File: config.mk
export PLATFORM = sky130hd
export DESIGN_NAME = polar_frame_scheduler
export DESIGN_NICKNAME = d
export VERILOG_FILES = /design/src/rtl/polar_frame_scheduler.sv
export SDC_FILE = /design/constraint.sdc
export NUM_CORES = 1
export LEC_CHECK = 0
export ABC_AREA = 0
export BUFFER_PORTS_ARGS = -buffer_cell sky130_fd_sc_hd__buf_2
export CAP_MARGIN = 20
export CORE_MARGIN = 4
export CORE_UTILIZATION = 50
export DETAILED_ROUTE_END_ITERATION = 6
export PLACE_DENSITY = 0.76
export RECOVER_POWER = 25
export SLEW_MARGIN = 15
export SYNTH_ARGS = -nofsm -noshare
export SYNTH_HDL_FRONTEND = slang
export SYNTH_SLANG_ARGS = --single-unit
File: constraint.sdc
create_clock -name clk -period 2.6 [get_ports clk]
set_clock_uncertainty 0.1 [all_clocks]
set_input_delay 0 -clock clk [delete_from_list [all_inputs] [get_ports clk]]
set_output_delay 0 -clock clk [all_outputs]
set_load 0.02 [all_outputs]
File: src/rtl/polar_frame_scheduler.sv
// Round-robin two-source frame scheduler feeding the polar framing stage.
// Ports: clk/reset, enb, req/len/bit/rd per source, busy_in, out_data/valid, grants, frame_last, err_len.
module polar_frame_scheduler #(
  parameter int LEN_W      = 10,
  parameter int MAX_LEN    = 1023,
  parameter int GAP_CYCLES = 1
) (
  input  logic             clk,
  input  logic             reset,
  input  logic             enb,
  input  logic             req0,
  input  logic [LEN_W-1:0] len0,
  input  logic             bit0,
  output logic             rd0,
  input  logic             req1,
  input  logic [LEN_W-1:0] len1,
  input  logic             bit1,
  output logic             rd1,
  input  logic             busy_in,
  output logic             out_data,
  output logic             out_valid,
  output logic             grant0,
  output logic             grant1,
  output logic             frame_last,
  output logic             err_len
);

  typedef enum logic [1:0] {
    IDLE = 2'd0,
    SEND = 2'd1,
    GAP  = 2'd2
  } state_t;

  localparam logic [LEN_W:0] MAX_W    = (LEN_W+1)'(MAX_LEN);
  localparam logic [3:0]     GAP_LAST = 4'(GAP_CYCLES - 1);

  state_t           state;
  logic             sel;
  logic             rr_ptr;
  logic             rr_vld;
  logic [LEN_W-1:0] cnt;
  logic [LEN_W-1:0] len_q;
  logic [3:0]       gap_cnt;

  logic             win;
  logic [LEN_W-1:0] wlen;
  logic             len_ok;
  logic             start;
  logic             send;
  logic             last;

  // rr_vld stays low until the first grant so that a tie right
  // after reset goes to source 0 rather than to ~rr_ptr.
  always_comb begin
    win = 1'b0;
    if (req0 && req1)
      win = rr_vld ? ~rr_ptr : 1'b0;
    else
      win = req1;
  end

  assign wlen   = win ? len1 : len0;
  assign len_ok = (wlen != '0) && ({1'b0, wlen} <= MAX_W);
  assign start  = (state == IDLE) && !busy_in && (req0 || req1);

  assign send = (state == SEND);
  assign last = (cnt == len_q - LEN_W'(1));

  assign out_valid  = send;
  assign grant0     = send && !sel;
  assign grant1     = send && sel;
  assign out_data   = send && (sel ? bit1 : bit0);
  assign rd0        = send && !sel && enb;
  assign rd1        = send && sel && enb;
  assign frame_last = send && last;

  always_ff @(posedge clk or posedge reset) begin
    if (reset) begin
      state   <= IDLE;
      sel     <= 1'b0;
      rr_ptr  <= 1'b0;
      rr_vld  <= 1'b0;
      cnt     <= '0;
      len_q   <= '0;
      gap_cnt <= '0;
      err_len <= 1'b0;
    end else begin
      // err_len is a strict single-cycle pulse
      err_len <= 1'b0;
      if (enb) begin
        case (state)
          IDLE: begin
            if (start) begin
              rr_ptr <= win;
              rr_vld <= 1'b1;
              sel    <= win;
              len_q  <= wlen;
              cnt    <= '0;
              if (len_ok)
                state <= SEND;
              else
                err_len <= 1'b1;
            end
          end
          SEND: begin
            cnt <= cnt + LEN_W'(1);
            if (last) begin
              state   <= GAP;
              gap_cnt <= '0;
            end
          end
          GAP: begin
            if (gap_cnt == GAP_LAST)
              state <= IDLE;
            else
              gap_cnt <= gap_cnt + 4'd1;
          end
          default: state <= IDLE;
        endcase
      end
    end
  end

endmodule

==> results of run 1 <==
==> state kept, by name, summed over array words and instances, names as in the netlist <==
register and count:
gap_cnt 4, rr_vld 1, err_len 1, rr_ptr 1, state 2, len_q 10
cnt 10
==> synth_stat cells (3+ instances only) <==
master,number
o21ai_0,20
nor3_1,5
inv_1,12
a21oi_1,10
and3_1,3
xor2_1,7
nand4b_1,4
nand3_1,5
nor2b_1,3
nand2b_1,3
a221o_1,3
clkbuf_1,5
and2_1,3
nor2_1,21
nor4_1,4
dfrtp_1,29
nand2_1,26
xnor2_1,9
nand4_1,3
or3_1,3
ha_1,4
mux2i_1,12
==> cell usage in the layout, fill, tap and decap left out, types with 2 or more instances in the layout <==
master,Yosys,routed
nor2b_1,3,3
nand4_1,3,3
o21bai_1,2,2
a31oi_1,2,2
ha_1,4,3
nor3_1,5,5
clkbuf_1,5,2
clkbuf_8,0,6
a221o_1,3,3
a21boi_0,2,2
xnor2_1,9,9
xor2_1,7,7
mux2i_1,12,12
nor4_1,4,4
nor2_1,21,21
nand2b_1,3,3
buf_2,1,34
buf_4,0,9
a21oi_1,10,10
and3_1,3,3
nand2_1,26,26
o21ai_0,20,20
inv_1,12,10
nor3b_1,2,2
dlygate4sd3_1,0,24
and2_1,3,3
or3_1,3,3
nand3_1,5,5
nand4b_1,4,4
inv_2,0,2
dfrtp_1,29,29
==> metrics by stage <==
step	util, %	worst slack (ns)	power [mW]	instance area [um2]
after floorplan	-	0.0282	1.71	2000
after global placement	60.2	0.128	1.96	2240
after detailed placement	60.2	0.0913	1.99	2240
after CTS	69.1	0.00484	2.41	2570
after global routing	69.2	-0.0508	2.64	2570
final	69.2	0.0509	2.47	2570
==> cell families after synthesis <==
group	count (synthesis)	share of synthesized area [%]
multiplexers	13	6.74
flip-flops	29	37.3
AO/OA/AOI/OAI	51	17.5
buffers and inverters	20	4.30
AND/OR/NAND/NOR	89	23.6
XOR/XNOR	17	8.03
adder cells (fa/ha/maj)	4	2.57
==> final timing paths <==
path                       depth (start not counted)          to
max reg2reg                                        9  gap_cnt[1]
min reg2reg                                        2      rr_vld
max                                                9  frame_last
max in group asynchronous                          4    len_q[9]
min                                                6      cnt[0]
min in group asynchronous                          4  gap_cnt[2]
==> final cells by class <==
type | instances | area share, %
multi-input cells | 174 | 45.6
inverters | 12 | 1.75
repair buffers | 68 | 18.7
well taps | 48 | 2.33
flip-flops and latches | 29 | 28.2
clock buffers | 7 | 3.36
==> power by group <==
part | internal [mW] | switching, mW
sequential | 0.588 | 0.201
combinational | 0.604 | 0.706
clock | 0.209 | 0.159
==> repair_timing <==
item / 4_1_cts / 5_1_grt
hold buffers: 24 / 0
setup buffers: 0 / 1
cloned: 0 / 0
pin swaps: 1 / 2
setup endpoints to repair: 1 / 5
resized for setup: 1 / 2
hold endpoints to repair: 43 / 0
==> routing by layer <==
metal / vias to the layer above / GRT usage [%]
met2: 69 / 39.8
li1: 929 / -
met1: 934 / 26.6
met4: 0 / 9.36
met3: 20 / 5.61
met5: - / 0
==> worst max-delay path, stage by stage, from the launching register on <==
cell	delay, ns
dfrtp_1	0.38
inv_2	0.07
ha_4	0.13
or4b_4	0.46
and2b_2	0.26
mux2_4	0.31
o311ai_4	0.07
nand4b_1	0.18
nor2_1	0.14
buf_4	0.15
==> flow_metrics.env, run 1 <==
export IMPL_status="complete, but fails checks"
export IMPL_violations="max-capacitance violations, max-slew violations"
export IMPL_fp_dieH_um=70.4
export IMPL_tns_ns=0
export IMPL_clk_pin_slew_worst_paths_ns=0.06
export IMPL_core_um2=3720
export IMPL_worst_pin_slew_ns=1.57
export IMPL_drt_iter0_markers=95
export IMPL_cts_root_buf="clkbuf_8"
export IMPL_insertion_delay_ns=0.28
export IMPL_yosys_area_top_type="dfrtp_1"
export IMPL_finalSetupViolations=0
export IMPL_grt_ovfl_total=0
export IMPL_pin_count=36
export IMPL_worstPathMaxFanout=2
export IMPL_path_class="reg2out"
export IMPL_rrSetupSlack_ns=0.09
export IMPL_cts_made_buffers=5
export IMPL_ff_latch_area_um2=726
export IMPL_met2_length_um=2740
export IMPL_drv_cap=1
export IMPL_die_area_um2=4960
export IMPL_fmax_mhz=392
export IMPL_grt_usage_pct=22.9
export IMPL_vias_per_cell=5.78
export IMPL_portBuffers=35
export IMPL_start_util_pct=52.4
export IMPL_yosys_most_used_dff="dfrtp_1"
export IMPL_wl_um=5390
export IMPL_final_instance_count_excl_fill=338
export IMPL_synth_area_top_cells="dfrtp_1 (37%), mux2i_1 (6.2%), o21ai_0 (5.1%)"
export IMPL_area_growth_pct=32.0
export IMPL_ys_seq_area_share_pct=37.3
export IMPL_drt_pass1_iter_count=4
export IMPL_multi_input_area_um2=1170
export IMPL_ys_ff_latch=29
export IMPL_clock_sinks=29
export IMPL_mappedNetlistNets=255
export IMPL_ys_warnings_count=0
export IMPL_synth_edf_count=0
export IMPL_h_tree_depth=2
export IMPL_p_leak_nw=1.19
export IMPL_hold_ws_ns=0.105
export IMPL_grt_pass1_wl_um=9000
export IMPL_rows=22
export IMPL_hold_path_class="in2reg"
export IMPL_vias=1952
export IMPL_worstPathArrival_ns=2.45
export IMPL_drt_met1_wl_um=2200
export IMPL_wl_met3_um=269
export IMPL_synth_area_um2=1950
export IMPL_grt_pass1_vias=1939
export IMPL_wl_per_cell_um=16.0
export IMPL_place_congestion=0.843
export IMPL_crit_required_ns=2.50
export IMPL_dp_cells=306
export IMPL_synth_top_area_share_pct=37.3
export IMPL_async_reset_ff_share_pct=100
export IMPL_period_share_pct=98.0
export IMPL_dp_hpwl_um=3390
export IMPL_min_from="req0"
export IMPL_max_slew_margin_pct=-4.88
export IMPL_grt_max_degree=30
export IMPL_cp_end_kind="output port"
export IMPL_start_kind="flop"
export IMPL_peakVddDrop_mv=0.581
export IMPL_drt_antenna_violating_nets=0
export IMPL_drc=0
export IMPL_slew_viol_final=30
export IMPL_min_period_ns=2.55
export IMPL_nets=322
export IMPL_netlist_cell_type_count=47
export IMPL_avgSynthCellArea_um2=8.74
export IMPL_power_density_nw_per_um2=959
export IMPL_crit_start="len_q[1]"
export IMPL_rsz0062_at_grt="yes"
export IMPL_top_layer="met4"
export IMPL_nFillCells=290
export IMPL_grt_antenna_before_repair=0
export IMPL_cts_tree="built"
export IMPL_die_x_um=70.4
export IMPL_r2r_start="len_q[1]"
export IMPL_drive_above_1_share_pct=21.4
export IMPL_diodes=0
export IMPL_synthCells=223
export IMPL_finalHoldViolations=0
export IMPL_clk_path_buf_depth=2
Power figures use the tool's default switching activity.
==> inputs of run 2 (changes only) <==
==> constraint.sdc (replaced) <==
create_clock -name clk -period 2.3 [get_ports clk]
set_clock_uncertainty 0.1 [all_clocks]
set_input_delay 0 -clock clk [delete_from_list [all_inputs] [get_ports clk]]
set_output_delay 0 -clock clk [all_outputs]
set_load 0.02 [all_outputs]
==> flow_metrics.env, run 2 (synthesized netlist as in run 1, its figures left out) <==
export IMPL_max_slew_margin_pct=-7.08
export IMPL_die_x_um=70.4
export IMPL_start_util_pct=52.4
export IMPL_wl_um=5700
export IMPL_ff_latch_area_um2=726
export IMPL_cpPeakStageDelay_ns=0.46
export IMPL_vias_per_cell=5.84
export IMPL_multi_input_area_um2=1200
export IMPL_wl_per_cell_um=16.3
export IMPL_portBuffers=35
export IMPL_rows=22
export IMPL_drive_above_1_share_pct=24.9
export IMPL_cpMaxStageDelayCell="or4b_4"
export IMPL_start_kind="flop"
export IMPL_crit_family="simple AND/OR/NAND/NOR gates"
export IMPL_clk_path_buf_depth=2
export IMPL_clock_sinks=29
export IMPL_final_instance_count_excl_fill=349
export IMPL_h_tree_depth=2
export IMPL_grt_max_degree=30
export IMPL_final_cell_mix="buf_2 (34), dfrtp_1 (29), nand2_1 (26), dlygate4sd3_1 (23), nor2_1 (20)"
export IMPL_drv_cap=1
export IMPL_nFillCells=293
export IMPL_final_design_area_no_fill_um2=2670
export IMPL_drt_antenna_violating_nets=0
export IMPL_p_leak_nw=1.24
export IMPL_period_share_pct=112
export IMPL_grt_antenna_before_repair=0
export IMPL_hold_ws_ns=0.0323
export IMPL_vias=2037
export IMPL_worstPathMaxFanout=2
export IMPL_worst_pin_slew_ns=1.61
export IMPL_status="complete, but fails checks"
export IMPL_tns_ns=-1.39
export IMPL_crit_required_ns=2.20
export IMPL_grt_pass1_vias=2077
export IMPL_area_growth_pct=37.1
export IMPL_layout_cells_most_common="buf_2"
export IMPL_finalHoldViolations=0
export IMPL_cp_end_kind="output port"
export IMPL_slew_viol_final=30
export IMPL_fmax_mhz=387
export IMPL_grt_ovfl_total=0
export IMPL_drc=0
export IMPL_hold_path_class="in2reg"
export IMPL_cts_made_buffers=5
export IMPL_top_layer="met4"
export IMPL_place_congestion=0.824
export IMPL_dp_worst_setup_slack_ns=-0.217
export IMPL_wl_met3_um=306
export IMPL_die_area_um2=4960
export IMPL_drt_pass1_iter_count=4
export IMPL_dp_cells=314
export IMPL_pin_count=36
export IMPL_path_cells="inv_4 > ha_4 > or4b_4 > and2b_2 > mux2_4 > o311ai_4 > nand4b_1 > nor2_4 > buf_6"
export IMPL_nets=332
export IMPL_min_period_ns=2.59
export IMPL_insertion_delay_ns=0.29
export IMPL_grt_usage_pct=24.4
export IMPL_peakVddDrop_mv=0.876
export IMPL_place_area_um2=2310
export IMPL_largestRegisters="cnt: 10 flops, len_q: 10 flops, gap_cnt: 4 flops"
export IMPL_critPathBufInv=2
export IMPL_met2_length_um=2950
export IMPL_ff2ff_path_depth=9
export IMPL_dp_hpwl_um=3530
export IMPL_drt_met1_wl_um=2180
export IMPL_core_um2=3720
export IMPL_cts_root_buf="clkbuf_8"
export IMPL_finalSetupViolations=7
export IMPL_drt_iter0_markers=153
export IMPL_diodes=0
export IMPL_grt_pass1_wl_um=9450
export IMPL_timing_final_ws_setup_ns=-0.286
export IMPL_fp_dieH_um=70.4
export IMPL_cts_tree="built"
export IMPL_holdPathStages=4
export IMPL_violations="max-capacitance violations, max-slew violations, negative setup slack"
export IMPL_path_class="reg2out"
export IMPL_power_density_nw_per_um2=1120
export IMPL_clk_pin_slew_worst_paths_ns=0.06
export IMPL_rsz0062_at_grt="yes"
export IMPL_worstPathArrival_ns=2.49
export IMPL_cp_depth=9
run 2: cell count changes in the layout (fill, tap and decap cells not counted), sizes merged:
cell         before  now
clkbuf            8    9
buf              43   54
dlygate4sd3      24   23
run 2: path summary, 6_finish.rpt:
kind / from / endpoint / slack [ns]
worst max-delay path: len_q[0] / frame_last / -0.29
worst min-delay path: req0 / rr_ptr / 0.03
worst max register to register: len_q[0] / gap_cnt[2] / -0.26
worst min register to register: rr_vld / rr_vld / 0.34
max in group asynchronous: reset / len_q[7] / 0.44
min in group asynchronous: reset / gap_cnt[0] / 0.72
run 2: cell type report:
cell class / count / share of cell area (%)
Clock buffer: 8 / 3.00
Sequential cell: 29 / 27.2
Tap cell: 48 / 2.25
Multi-Input combinational cell: 174 / 44.9
Inverter: 12 / 1.78
Timing Repair Buffer: 78 / 20.9
run 2: worst register-to-register path, cell delays in order (launching register included):
cell	delay, ns
dfrtp_1	0.41
inv_4	0.07
ha_4	0.12
or4b_4	0.46
and2b_2	0.26
mux2_4	0.31
o311ai_4	0.07
buf_4	0.17
a31oi_4	0.10
a221o_1	0.38
run 2: layer usage:
| layer | up-vias | GRT usage [%] |
|---|---|---|
| met1 | 982 | 28.7 |
| met3 | 29 | 5.90 |
| met2 | 77 | 39.8 |
| met4 | 0 | 14.7 |
| met5 | - | 0 |
| li1 | 949 | - |
run 2: repair_timing:
action | in CTS | in global routing
hold endpoints to repair | 43 | 0
gates resized for setup | 3 | 5
pin swaps | 2 | 6
setup buffers | 3 | 1
hold buffers | 23 | 0
setup endpoints to repair | 7 | 7
run 2: power breakdown:
group | internal, mW | leakage [nW] | total [mW] | switching, mW
clock | 0.214 | 0.0395 | 0.405 | 0.190
sequential | 0.665 | 0.367 | 0.865 | 0.201
combinational | 0.809 | 0.836 | 1.72 | 0.907
run 2: through the flow:
| stage | util, % | total power [mW] |
|---|---|---|
| after floorplan | - | 1.94 |
| after global placement | 62.1 | 2.31 |
| after detailed placement | 62.1 | 2.36 |
| after CTS | 71.2 | 2.86 |
| after global routing | 71.9 | 3.19 |
| final | 71.9 | 2.99 |
==> inputs of run 3 (changes only) <==
--- a/config.mk
+++ b/config.mk
@@ -10,7 +10,9 @@
 export CAP_MARGIN = 20
 export CORE_MARGIN = 4
 export CORE_UTILIZATION = 50
+export CTS_BUF_LIST = sky130_fd_sc_hd__clkbuf_8 sky130_fd_sc_hd__clkbuf_16
 export DETAILED_ROUTE_END_ITERATION = 6
+export HOLD_SLACK_MARGIN = 0.03
 export PLACE_DENSITY = 0.76
 export RECOVER_POWER = 25
 export SLEW_MARGIN = 15
==> flow_metrics.env, run 3 (synthesized netlist as in run 1, its figures left out) <==
export IMPL_place_area_um2=2310
export IMPL_worst_pin_slew_ns=1.60
export IMPL_grt_ovfl_total=0
export IMPL_p_total_mw=2.97
export IMPL_portBuffers=35
export IMPL_cp_end_kind="output port"
export IMPL_finalSetupViolations=7
export IMPL_drt_pass1_iter_count=4
export IMPL_slew_viol_final=30
export IMPL_dp_worst_setup_slack_ns=-0.217
export IMPL_max_slew_margin_pct=-6.58
export IMPL_cts_tree="built"
export IMPL_final_cell_mix="buf_2 (34), dfrtp_1 (29), nand2_1 (26), dlygate4sd3_1 (23), nor2_1 (20)"
export IMPL_violations="max-capacitance violations, max-slew violations, negative setup slack"
export IMPL_timing_final_ws_setup_ns=-0.287
export IMPL_place_congestion=0.824
export IMPL_grt_usage_pct=24.4
export IMPL_insertion_delay_ns=0.29
export IMPL_drive_above_1_share_pct=24.9
export IMPL_die_x_um=70.4
export IMPL_die_area_um2=4960
export IMPL_layout_cells_most_common="buf_2"
export IMPL_fmax_mhz=387
export IMPL_worstPathMaxFanout=2
export IMPL_wl_per_cell_um=16.3
export IMPL_worstPathArrival_ns=2.49
export IMPL_finalHoldViolations=0
export IMPL_nets=332
export IMPL_core_um2=3720
export IMPL_crit_start="len_q[0]"
export IMPL_grt_antenna_before_repair=0
export IMPL_rows=22
export IMPL_min_period_ns=2.59
export IMPL_rrSetupSlack_ns=-0.26
export IMPL_pin_count=36
export IMPL_clock_sinks=29
export IMPL_period_share_pct=112
export IMPL_r2r_start="len_q[0]"
export IMPL_hold_path_class="in2reg"
export IMPL_drt_iter0_markers=155
export IMPL_p_leak_nw=1.26
export IMPL_fp_dieH_um=70.4
export IMPL_h_tree_depth=2
export IMPL_rsz0062_at_grt="yes"
export IMPL_vias=2010
export IMPL_cts_root_buf="clkbuf_8"
export IMPL_crit_required_ns=2.20
export IMPL_clk_path_buf_depth=2
export IMPL_start_util_pct=52.4
export IMPL_dp_hpwl_um=3530
export IMPL_cts_made_buffers=5
export IMPL_path_class="reg2out"
export IMPL_area_growth_pct=37.1
export IMPL_drc=0
export IMPL_clk_pin_slew_worst_paths_ns=0.06
export IMPL_rr_endpoint="gap_cnt[2]"
export IMPL_wl_um=5690
export IMPL_grt_max_degree=30
export IMPL_grt_pass1_vias=2077
export IMPL_status="complete, but fails checks"
export IMPL_tns_ns=-1.39
export IMPL_largestRegisters="cnt: 10 flops, len_q: 10 flops, gap_cnt: 4 flops"
export IMPL_final_design_area_no_fill_um2=2670
export IMPL_diodes=0
export IMPL_drt_antenna_violating_nets=0
export IMPL_vias_per_cell=5.76
export IMPL_start_kind="flop"
export IMPL_grt_pass1_wl_um=9450
export IMPL_drv_cap=1
export IMPL_power_density_nw_per_um2=1110
export IMPL_crit_end="frame_last"
export IMPL_ff2ff_path_depth=9
export IMPL_peakVddDrop_mv=0.873
[run 3: cell count changes in the layout (fill, tap and decap cells not counted)]
cell / before / now
clkbuf_1: 4 / 1
inv_1: 10 / 13
[run 3: worst min-delay path by stage]
| stage | start | endpoint | slack (ns) | depth (start not counted) |
|---|---|---|---|---|
| 3_3_place_gp | reset | cnt[9] | -0.01 | 3 |
| 4_1_cts | req0 | rr_ptr | 0.03 | 4 |
| 3_5_place_dp | reset | gap_cnt[0] | -0.01 | 3 |
| 2_1_floorplan | reset | cnt[0] | -0.02 | 1 |
| 6_report | req0 | rr_ptr | 0.03 | 4 |
| 5_1_grt | req0 | rr_ptr | 0.08 | 4 |
[run 3: critical path, stage by stage, from the launching register on]
cell and delay [ns]:
dfrtp_1 0.41, inv_4 0.07, ha_4 0.12, or4b_4 0.46
and2b_2 0.25, mux2_4 0.31, o311ai_4 0.07, nand4b_1 0.25
nor2_4 0.14, buf_6 0.12
[run 3: through the flow]
step                      hold WS, ns  instances  utilization (%)
after floorplan               -0.0219        223                -
after global placement        -0.0128        314             62.1
after detailed placement      -0.0126        314             62.1
after CTS                      0.0340        348             71.2
after global routing           0.0796        349             71.9
final                          0.0318        349             71.9
[run 3: where the power goes]
group / leakage [nW] / internal [mW] / switching, mW / total [mW]
Combinational: 0.836 / 0.809 / 0.904 / 1.71
Sequential: 0.367 / 0.665 / 0.202 / 0.867
Clock: 0.0519 / 0.201 / 0.192 / 0.393
Total: 1.26 / 1.67 / 1.30 / 2.97
[run 3: area by class of cell]
class,instances,area (um2)
Inverter,12,47.5
Fill cell,293,1040
Timing Repair Buffer,78,558
Tap cell,48,60.1
Clock buffer,5,68.8
Clock inverter,3,11.3
Sequential cell,29,726
Multi-Input combinational cell,174,1200
[run 3: timing repair]
action / in CTS / in global routing
buffers inserted: 3 / 1
endpoints found under the hold margin: 43 / 0
setup endpoints to repair: 7 / 7
cloned: 0 / 0
hold buffers: 23 / 0
pin swaps: 2 / 6
gates resized for setup: 3 / 5
[run 3: layer usage]
metal  vias up  track usage, %  share of wire [%]
li1        949               -                  -
met5         -               0                  0
met1       961            28.7                 39
met3        27            5.90                4.9
met2        73            39.8                 52
met4         0            14.7                4.4
